--- src/rtl/char_buffer_eraser_if.sv ---
// -----------------------------------------------------------------------------
// char_buffer_eraser_if
//
// Bundles the signals between the VT52 command decoder, the character buffer
// and the bulk-edit engine (char_buffer_eraser).
//
//   Command side : cmd_valid, cmd[1:0], cur_row[4:0], cur_col[6:0]  (to engine)
//                  cmd_ready, busy, done                            (from engine)
//   Buffer side  : rd_own, raddr, waddr, din, wen                   (from engine)
//                  rdata (registered RAM read data)                 (to engine)
//
// Modports:
//   slave  - the engine itself
//   master - the environment (decoder + character buffer)
// -----------------------------------------------------------------------------
interface char_buffer_eraser_if #(
   parameter int ADDR_BITS = 11
);
   logic                 cmd_valid;
   logic [1:0]           cmd;
   logic [4:0]           cur_row;
   logic [6:0]           cur_col;
   logic                 cmd_ready;
   logic                 busy;
   logic                 done;
   logic                 rd_own;
   logic [ADDR_BITS-1:0] raddr;
   logic [7:0]           rdata;
   logic [ADDR_BITS-1:0] waddr;
   logic [7:0]           din;
   logic                 wen;

   modport slave (
      input  cmd_valid, cmd, cur_row, cur_col, rdata,
      output cmd_ready, busy, done, rd_own, raddr, waddr, din, wen
   );

   modport master (
      output cmd_valid, cmd, cur_row, cur_col, rdata,
      input  cmd_ready, busy, done, rd_own, raddr, waddr, din, wen
   );
endinterface

--- src/rtl/char_buffer_eraser.sv ---
// -----------------------------------------------------------------------------
// char_buffer_eraser
//
// Bulk-edit engine in front of the COLS x ROWS character buffer. Performs the
// multi-cycle VT52 screen operations one command at a time:
//   cmd 0 : clear from cursor to end of screen
//   cmd 1 : clear from cursor to end of line
//   cmd 2 : scroll up one line (copy rows 1..ROWS-1 up, blank the last row)
//   cmd 3 : clear whole screen
//
// Ports:
//   clk    - system clock
//   reset  - synchronous, active-high; aborts any operation without a done
//   bus    - char_buffer_eraser_if.slave (command handshake + buffer ports)
//
// Build option:
//   CHAR_BUFFER_SCROLL_EN - when defined, cmd 2 performs the scroll. When
//   undefined the copy/fill datapath is absent, rd_own/raddr are tied low and
//   cmd 2 completes immediately without writing.
// -----------------------------------------------------------------------------
module char_buffer_eraser #(
   parameter int         COLS      = 80,
   parameter int         ROWS      = 24,
   parameter int         ADDR_BITS = 11,
   parameter logic [7:0] BLANK     = 8'h20
) (
   input  logic                 clk,
   input  logic                 reset,
   char_buffer_eraser_if.slave  bus
);
   // Internal addresses carry one spare bit so cursor arithmetic on
   // out-of-range rows cannot wrap into a valid-looking address.
   localparam int                 PW      = ADDR_BITS + 1;
   localparam logic [ADDR_BITS:0] COLS_W  = PW'(COLS);
   localparam logic [ADDR_BITS:0] COLS_M1 = PW'(COLS - 1);
   localparam logic [ADDR_BITS:0] LAST_W  = PW'(COLS * ROWS - 1);
   localparam logic [ADDR_BITS:0] ONE_W   = PW'(1);
`ifdef CHAR_BUFFER_SCROLL_EN
   // Last copy step index; also the first address of the bottom row.
   localparam logic [ADDR_BITS:0] COPY_W  = PW'(COLS * (ROWS - 1));
`endif

   typedef enum logic [2:0] {
      S_IDLE  = 3'd0,
      S_CLEAR = 3'd1,
`ifdef CHAR_BUFFER_SCROLL_EN
      S_COPY  = 3'd2,
      S_FILL  = 3'd3,
`endif
      S_DONE  = 3'd4
   } state_t;

   state_t               state_reg, state_next;
   logic [ADDR_BITS:0]   ptr_reg, ptr_next;     // write address (CLEAR/FILL) or copy step k (COPY)
   logic [ADDR_BITS:0]   last_reg, last_next;   // inclusive end address of a CLEAR

   logic                 busy_reg, busy_next;
   logic                 done_reg, done_next;
   logic                 wen_reg, wen_next;
   logic [ADDR_BITS-1:0] waddr_reg, waddr_next;
   logic [7:0]           din_reg, din_next;
`ifdef CHAR_BUFFER_SCROLL_EN
   logic                 rd_own_reg, rd_own_next;
   logic [ADDR_BITS-1:0] raddr_reg, raddr_next;
   logic                 copy_wr_reg, copy_wr_next;
`endif

   // Cursor decode
   logic [ADDR_BITS:0]   row_base_w, start_w, row_last_w;
   logic                 out_of_range;

   always_comb begin
      row_base_w   = PW'(bus.cur_row) * COLS_W;
      start_w      = row_base_w + PW'(bus.cur_col);
      row_last_w   = row_base_w + COLS_M1;
      out_of_range = (bus.cur_row >= 5'(ROWS)) || (bus.cur_col >= 7'(COLS));
   end

   // State and output registers
   always_ff @(posedge clk) begin
      if (reset) begin
         state_reg   <= S_IDLE;
         ptr_reg     <= '0;
         last_reg    <= '0;
         busy_reg    <= 1'b0;
         done_reg    <= 1'b0;
         wen_reg     <= 1'b0;
         waddr_reg   <= '0;
         din_reg     <= '0;
`ifdef CHAR_BUFFER_SCROLL_EN
         rd_own_reg  <= 1'b0;
         raddr_reg   <= '0;
         copy_wr_reg <= 1'b0;
`endif
      end else begin
         state_reg   <= state_next;
         ptr_reg     <= ptr_next;
         last_reg    <= last_next;
         busy_reg    <= busy_next;
         done_reg    <= done_next;
         wen_reg     <= wen_next;
         waddr_reg   <= waddr_next;
         din_reg     <= din_next;
`ifdef CHAR_BUFFER_SCROLL_EN
         rd_own_reg  <= rd_own_next;
         raddr_reg   <= raddr_next;
         copy_wr_reg <= copy_wr_next;
`endif
      end
   end

   // Next-state logic
   always_comb begin
      state_next = state_reg;
      ptr_next   = ptr_reg;
      last_next  = last_reg;
      case (state_reg)
         // busy is low in both IDLE and DONE, so a command is accepted in either.
         S_IDLE, S_DONE: begin
            state_next = S_IDLE;
            if (bus.cmd_valid) begin
               if (bus.cmd == 2'd3) begin
                  state_next = S_CLEAR;
                  ptr_next   = '0;
                  last_next  = LAST_W;
               end else if (out_of_range) begin
                  state_next = S_DONE;
               end else begin
                  case (bus.cmd)
                     2'd0: begin
                        state_next = S_CLEAR;
                        ptr_next   = start_w;
                        last_next  = LAST_W;
                     end
                     2'd1: begin
                        state_next = S_CLEAR;
                        ptr_next   = start_w;
                        last_next  = row_last_w;
                     end
                     default: begin
`ifdef CHAR_BUFFER_SCROLL_EN
                        state_next = S_COPY;
                        ptr_next   = '0;
`else
                        state_next = S_DONE;
`endif
                     end
                  endcase
               end
            end
         end
         S_CLEAR: begin
            if (ptr_reg == last_reg) state_next = S_DONE;
            else                     ptr_next   = ptr_reg + ONE_W;
         end
`ifdef CHAR_BUFFER_SCROLL_EN
         // The last copy step only drains the read pipeline; its index equals
         // the first bottom-row address, so FILL continues from ptr as-is.
         S_COPY: begin
            if (ptr_reg == COPY_W) state_next = S_FILL;
            else                   ptr_next   = ptr_reg + ONE_W;
         end
         S_FILL: begin
            if (ptr_reg == LAST_W) state_next = S_DONE;
            else                   ptr_next   = ptr_reg + ONE_W;
         end
`endif
         default: state_next = S_IDLE;
      endcase
   end

   // Output logic: values for the next cycle, registered above
   always_comb begin
      busy_next    = 1'b0;
      done_next    = 1'b0;
      wen_next     = 1'b0;
      waddr_next   = '0;
      din_next     = '0;
`ifdef CHAR_BUFFER_SCROLL_EN
      rd_own_next  = 1'b0;
      raddr_next   = '0;
      copy_wr_next = 1'b0;
`endif
      case (state_next)
         S_CLEAR: begin
            busy_next  = 1'b1;
            wen_next   = 1'b1;
            waddr_next = ADDR_BITS'(ptr_next);
            din_next   = BLANK;
         end
`ifdef CHAR_BUFFER_SCROLL_EN
         // Step k reads row-below address COLS+k and writes k-1 with the data
         // returned for the previous step's read.
         S_COPY: begin
            busy_next    = 1'b1;
            rd_own_next  = 1'b1;
            raddr_next   = ADDR_BITS'(ptr_next + COLS_W);
            copy_wr_next = (ptr_next != '0);
            wen_next     = copy_wr_next;
            waddr_next   = ADDR_BITS'(ptr_next - ONE_W);
         end
         S_FILL: begin
            busy_next  = 1'b1;
            wen_next   = 1'b1;
            waddr_next = ADDR_BITS'(ptr_next);
            din_next   = BLANK;
         end
`endif
         S_DONE:  done_next = 1'b1;
         default: ;
      endcase
   end

   assign bus.busy      = busy_reg;
   assign bus.cmd_ready = !busy_reg;
   assign bus.done      = done_reg;
   assign bus.wen       = wen_reg;
   assign bus.waddr     = waddr_reg;
`ifdef CHAR_BUFFER_SCROLL_EN
   assign bus.rd_own    = rd_own_reg;
   assign bus.raddr     = raddr_reg;
   // Copy data goes straight from the RAM read port to the write port: the
   // RAM output register already provides the pipeline stage.
   assign bus.din       = copy_wr_reg ? bus.rdata : din_reg;
`else
   logic unused_rdata;
   assign unused_rdata  = ^bus.rdata;
   assign bus.rd_own    = 1'b0;
   assign bus.raddr     = '0;
   assign bus.din       = din_reg;
`endif
endmodule

--- src/flat_wrapper.sv ---
// flat-port wrapper written by rule: the top's interface ports become plain ports
module char_buffer_eraser_flat 
#(
   parameter int         COLS      = 80,
   parameter int         ROWS      = 24,
   parameter int         ADDR_BITS = 11,
   parameter logic [7:0] BLANK     = 8'h20
)
  (clk, reset, bus_cmd_valid, bus_cmd, bus_cur_row, bus_cur_col, bus_rdata, bus_cmd_ready, bus_busy, bus_done, bus_rd_own, bus_raddr, bus_waddr, bus_din, bus_wen);
  char_buffer_eraser_if #(.ADDR_BITS(ADDR_BITS)) bus_i ();
  input  logic clk;
  input  logic reset;
  input wire logic [$bits(bus_i.cmd_valid)-1:0] bus_cmd_valid;
  input wire logic [$bits(bus_i.cmd)-1:0] bus_cmd;
  input wire logic [$bits(bus_i.cur_row)-1:0] bus_cur_row;
  input wire logic [$bits(bus_i.cur_col)-1:0] bus_cur_col;
  input wire logic [$bits(bus_i.rdata)-1:0] bus_rdata;
  output wire logic [$bits(bus_i.cmd_ready)-1:0] bus_cmd_ready;
  output wire logic [$bits(bus_i.busy)-1:0] bus_busy;
  output wire logic [$bits(bus_i.done)-1:0] bus_done;
  output wire logic [$bits(bus_i.rd_own)-1:0] bus_rd_own;
  output wire logic [$bits(bus_i.raddr)-1:0] bus_raddr;
  output wire logic [$bits(bus_i.waddr)-1:0] bus_waddr;
  output wire logic [$bits(bus_i.din)-1:0] bus_din;
  output wire logic [$bits(bus_i.wen)-1:0] bus_wen;
  assign bus_i.cmd_valid = bus_cmd_valid;
  assign bus_i.cmd = bus_cmd;
  assign bus_i.cur_row = bus_cur_row;
  assign bus_i.cur_col = bus_cur_col;
  assign bus_i.rdata = bus_rdata;
  assign bus_cmd_ready = bus_i.cmd_ready;
  assign bus_busy = bus_i.busy;
  assign bus_done = bus_i.done;
  assign bus_rd_own = bus_i.rd_own;
  assign bus_raddr = bus_i.raddr;
  assign bus_waddr = bus_i.waddr;
  assign bus_din = bus_i.din;
  assign bus_wen = bus_i.wen;
  char_buffer_eraser #(.COLS(COLS), .ROWS(ROWS), .ADDR_BITS(ADDR_BITS), .BLANK(BLANK)) u_core (.clk(clk), .reset(reset), .bus(bus_i));
endmodule
--- config.mk ---
export PLATFORM = sky130hd
export DESIGN_NAME = char_buffer_eraser_flat
export DESIGN_NICKNAME = d
export VERILOG_FILES = /design/src/rtl/char_buffer_eraser_if.sv /design/src/rtl/char_buffer_eraser.sv /design/src/flat_wrapper.sv
export SDC_FILE = /design/constraint.sdc
export NUM_CORES = 1
export LEC_CHECK = 0
export BUFFER_PORTS_ARGS = -buffer_cell sky130_fd_sc_hd__buf_2
export CORE_ASPECT_RATIO = 0.8
export CORE_UTILIZATION = 45
export CTS_BUF_LIST = sky130_fd_sc_hd__clkbuf_4
export DETAILED_ROUTE_END_ITERATION = 10
export PLACE_DENSITY = 0.7
export SLEW_MARGIN = 25
export SYNTH_ARGS = -nofsm -noshare
export SYNTH_HDL_FRONTEND = slang
export SYNTH_SLANG_ARGS = --single-unit
--- constraint.sdc ---
create_clock -name clk -period 2.55 [get_ports clk]
set_input_delay 0.255 -clock clk [delete_from_list [all_inputs] [get_ports clk]]
set_output_delay 0.255 -clock clk [all_outputs]
set_load 0.05 [all_outputs]
==> impl_summary.txt <==
----------------------------------------------------
[Setup path]
  Critical path class ... in -> reg
  Category of the worst setup path launch point ... input pin
  Crit-path max cell delay ... 0.45 ns
  Required time of the critical path ... 2.80 ns
  Type of destination of the critical path ... flip-flop
  Cell Chain, Critical Path ... buf_2 -> ha_1 -> ha_1 -> fa_1 -> xnor2_1 -> o31ai_1 -> mux2_2 -> a311oi_2
  Crit Path Max Fanout ... 5
  Worst path arrival time ... 2.41 ns
  CP max-delay cell ... sky130_fd_sc_hd__xnor2_1
  Cell repeated most along the worst path ... sky130_fd_sc_hd__ha_1

[Layout]
  Antenna cells ... 0
  Number of flip-flops under the largest register name ... 12
  Area growth syn-to-layout ... 7.178%
  Layout cell share with drive strength beyond 1 ... 0.1886
  Net count reported at finish ... 320

[Drt]
  Vias after detailed routing ... 1871
  Initial DRC count ... 138
  Mean number of vias per cell ... 5.487
  Wire length per cell after detailed routing ... 13.76 um
  DR DRC count ... 0
  Total Routed Length ... 4692 um
  1st-pass router iterations ... 4
  Antenna violation net count after detailed routing ... 0

[Logic synthesis]
  Post-synthesis cell area ... 2266 um^2
  Share of flip-flops with an asynchronous set or reset after synthesis ... 0
  Number of flops mapped to enable cells by yosys ... 0
  Instance count of the mapped netlist ... 252
  Synthesized area per cell ... 8.992 um^2
  Seq cells post-synth ... 37
  Top_reg_cell synth ... sky130_fd_sc_hd__dfxtp_1
  Seq/Total Area, Yosys ... 0.3269
  Yosys warning count ... 0
  Count of distinct cell types in the synthesized netlist ... 57

[STA]
  Setup Viol. Count Final ... 0
  Final worst path period share ... 0.8442
  Slew margin rel. ... 0.5543
  Setup Total Neg Slack ... 0 ns
  Setup repair after global routing missed its margin ... no
  Max Clk Rate ... 464.5 MHz
  Final-report max-slew violation count ... 0
  Minimum clock period after layout ... 2.153 ns
  Fin. Hold Viols ... 0
  Transition at the pin with the smallest max-transition slack ... 0.6685 ns
  Worst-case hold slack ... 0.2211 ns
  Final clock skew ... 0.01265 ns

[Global routing]
  Overflow after GRT ... 0
  Number of global-route vias before repair ... 1554
  Total routing usage reported by global routing ... 0.1887
  Number of antenna violations at the first check in global routing ... 0
  Pin count of the biggest net entering global routing ... 38
  Wire length of the first global-routing pass ... 7624 um

[CTS]
  Root cell of the clock tree ... sky130_fd_sc_hd__clkbuf_4
  CTS tree ... done
  Buffer depth of the longest clock path ... 2
  CTS buffer count ... 5
  H-tree level count ... 2
  Clock-pin slew reported for the worst setup and hold paths after clock tree synthesis ... 0.11 ns
  Clock sinks ... 37
  Clock latency at the later pin of the worst-skew pair ... 0.33 ns
  Resize count post-CTS ... 0
  Post-CTS setup repair buffer count ... 0
  Number of buffers inserted by hold repair at cts ... 0

[Pwr]
  Leakage power ... 0.9295 nW
  Post-route total power ... 1.220 mW
  Pwr Density ... 502.4 nW/um^2
  Worst VDD drop ... 0.3445 mV

[Placement]
  DP Wirelength ... 3563 um
  Final RePlAce weighted congestion ... 0.8296
  Port buffer count ... 32

[Floorplanning]
  Die Outline Area ... 5325 um^2
  Placeable core region ... 4707 um^2
  Rows ... 22
  Overall die width ... 81.34 um
  Initial core utilization ... 0.4814
  Vertical extent of the die ... 65.47 um
  Io pins ... 60

[Outcome]
  Outcome ... finished clean

[Worst hold path]
  Class of the tightest hold or removal check ... in -> reg

[Run]
  Max-cap viol count ... 0

----------------------------------------------------
## cells by family (layout without fill, tap and decap cells)
group           Yosys count  in the layout  synth area share
mux                       1              1          0.004969
xor+xnor                 17             17           0.06571
fa+ha+maj                13             13           0.07841
flops                    37             37            0.3269
compound gates           64             64            0.2165
buf+inv                  39             49            0.1104
simple gates             80             80            0.1955
other cells               1             20          0.001655
## cells in the mapped netlist, types with 3 or more instances
master,count,share of area
sky130_fd_sc_hd__nor2_1,16,0.027
sky130_fd_sc_hd__a211oi_1,3,0.0099
sky130_fd_sc_hd__nand2_1,15,0.025
sky130_fd_sc_hd__o311ai_1,4,0.015
sky130_fd_sc_hd__buf_4,23,0.076
sky130_fd_sc_hd__nand3_1,9,0.020
sky130_fd_sc_hd__ha_1,11,0.061
sky130_fd_sc_hd__a311oi_1,8,0.031
sky130_fd_sc_hd__xnor2_1,16,0.062
sky130_fd_sc_hd__a21oi_1,15,0.033
sky130_fd_sc_hd__a31oi_1,4,0.011
sky130_fd_sc_hd__and3_1,6,0.017
sky130_fd_sc_hd__inv_1,5,0.0083
sky130_fd_sc_hd__dfxtp_1,37,0.33
sky130_fd_sc_hd__nor3b_1,3,0.0099
sky130_fd_sc_hd__clkbuf_1,6,0.0099
sky130_fd_sc_hd__o21ai_0,7,0.015
sky130_fd_sc_hd__nor3_1,11,0.024
sky130_fd_sc_hd__nand4_1,4,0.011
## where the power goes
| group | internal, mW | switching, mW | leakage (nW) |
|---|---|---|---|
| Combinational | 0.107 | 0.222 | 0.602 |
| Clock | 0.0959 | 0.182 | 0.0269 |
| Sequential | 0.595 | 0.0185 | 0.300 |
## placed cells by master, fill, tap and decap left out, types with 3 or more instances in the layout
cell | synthesis | routed
sky130_fd_sc_hd__o21ai_0 | 7 | 7
sky130_fd_sc_hd__ha_1 | 11 | 11
sky130_fd_sc_hd__a311oi_1 | 8 | 8
sky130_fd_sc_hd__a31oi_1 | 4 | 4
sky130_fd_sc_hd__xnor2_1 | 16 | 16
sky130_fd_sc_hd__a211oi_1 | 3 | 3
sky130_fd_sc_hd__and3_1 | 6 | 6
sky130_fd_sc_hd__o311ai_1 | 4 | 4
sky130_fd_sc_hd__conb_1 | 1 | 20
sky130_fd_sc_hd__nor3b_1 | 3 | 3
sky130_fd_sc_hd__dfxtp_1 | 37 | 37
sky130_fd_sc_hd__nand4_1 | 4 | 4
sky130_fd_sc_hd__nand2_1 | 15 | 15
sky130_fd_sc_hd__nor2_1 | 16 | 16
sky130_fd_sc_hd__nand3_1 | 9 | 9
sky130_fd_sc_hd__buf_2 | 2 | 32
sky130_fd_sc_hd__inv_1 | 5 | 5
sky130_fd_sc_hd__clkbuf_4 | 0 | 5
sky130_fd_sc_hd__nor3_1 | 11 | 11
sky130_fd_sc_hd__a21oi_1 | 15 | 15
sky130_fd_sc_hd__buf_4 | 23 | 6
## worst paths after layout
path | endpoint | slack, ns | from | depth (start not counted)
max reg2reg | u_core.bus.waddr[10] | 0.40 | u_core.ptr_reg[2] | 5
max | u_core.bus.waddr[10] | 0.40 | bus_cur_row[1] | 8
min reg2reg | u_core.last_reg[7] | 0.48 | u_core.last_reg[7] | 2
min | u_core.ptr_reg[1] | 0.22 | bus_cur_col[1] | 3
## layout make-up
cell class / instances / area (um^2)
inverter: 5 / 18.77
fill: 457 / 2278
multi-input combinational: 195 / 1346
clock inverter: 1 / 5.005
clock buffer: 5 / 37.54
tap: 60 / 75.07
timing repair buffer: 38 / 205.2
sequential: 37 / 740.7
## metrics by stage
step	instance area [um^2]	utilization	worst slack, ns	std cells
global placement	2386	0.5069	0.09342	335
finish	2429	0.5159	0.3972	341
detailed placement	2386	0.5069	0.03885	335
global route	2429	0.5159	0.2191	341
CTS	2429	0.5159	0.3976	341
floorplan	2337	-	0.3621	271
## worst max-delay path, delay by kind of cell
family                   cells  cell delay, ns
buffers and inverters        1            0.13
multiplexers                 1            0.32
adder cells (fa/ha/maj)      3            0.93
XOR/XNOR                     1            0.45
AO/OA/AOI/OAI                2            0.33
## metal layers
metal / track usage / share of wire / vias up
met3: 0.05556 / 0.057 / 0
met2: 0.2490 / 0.39 / 59
met5: 0 / 0 / -
li1: - / - / 953
met4: 0.02232 / 0 / 0
met1: 0.2990 / 0.55 / 859
No activity file was read; power rests on OpenSTA's default activity.
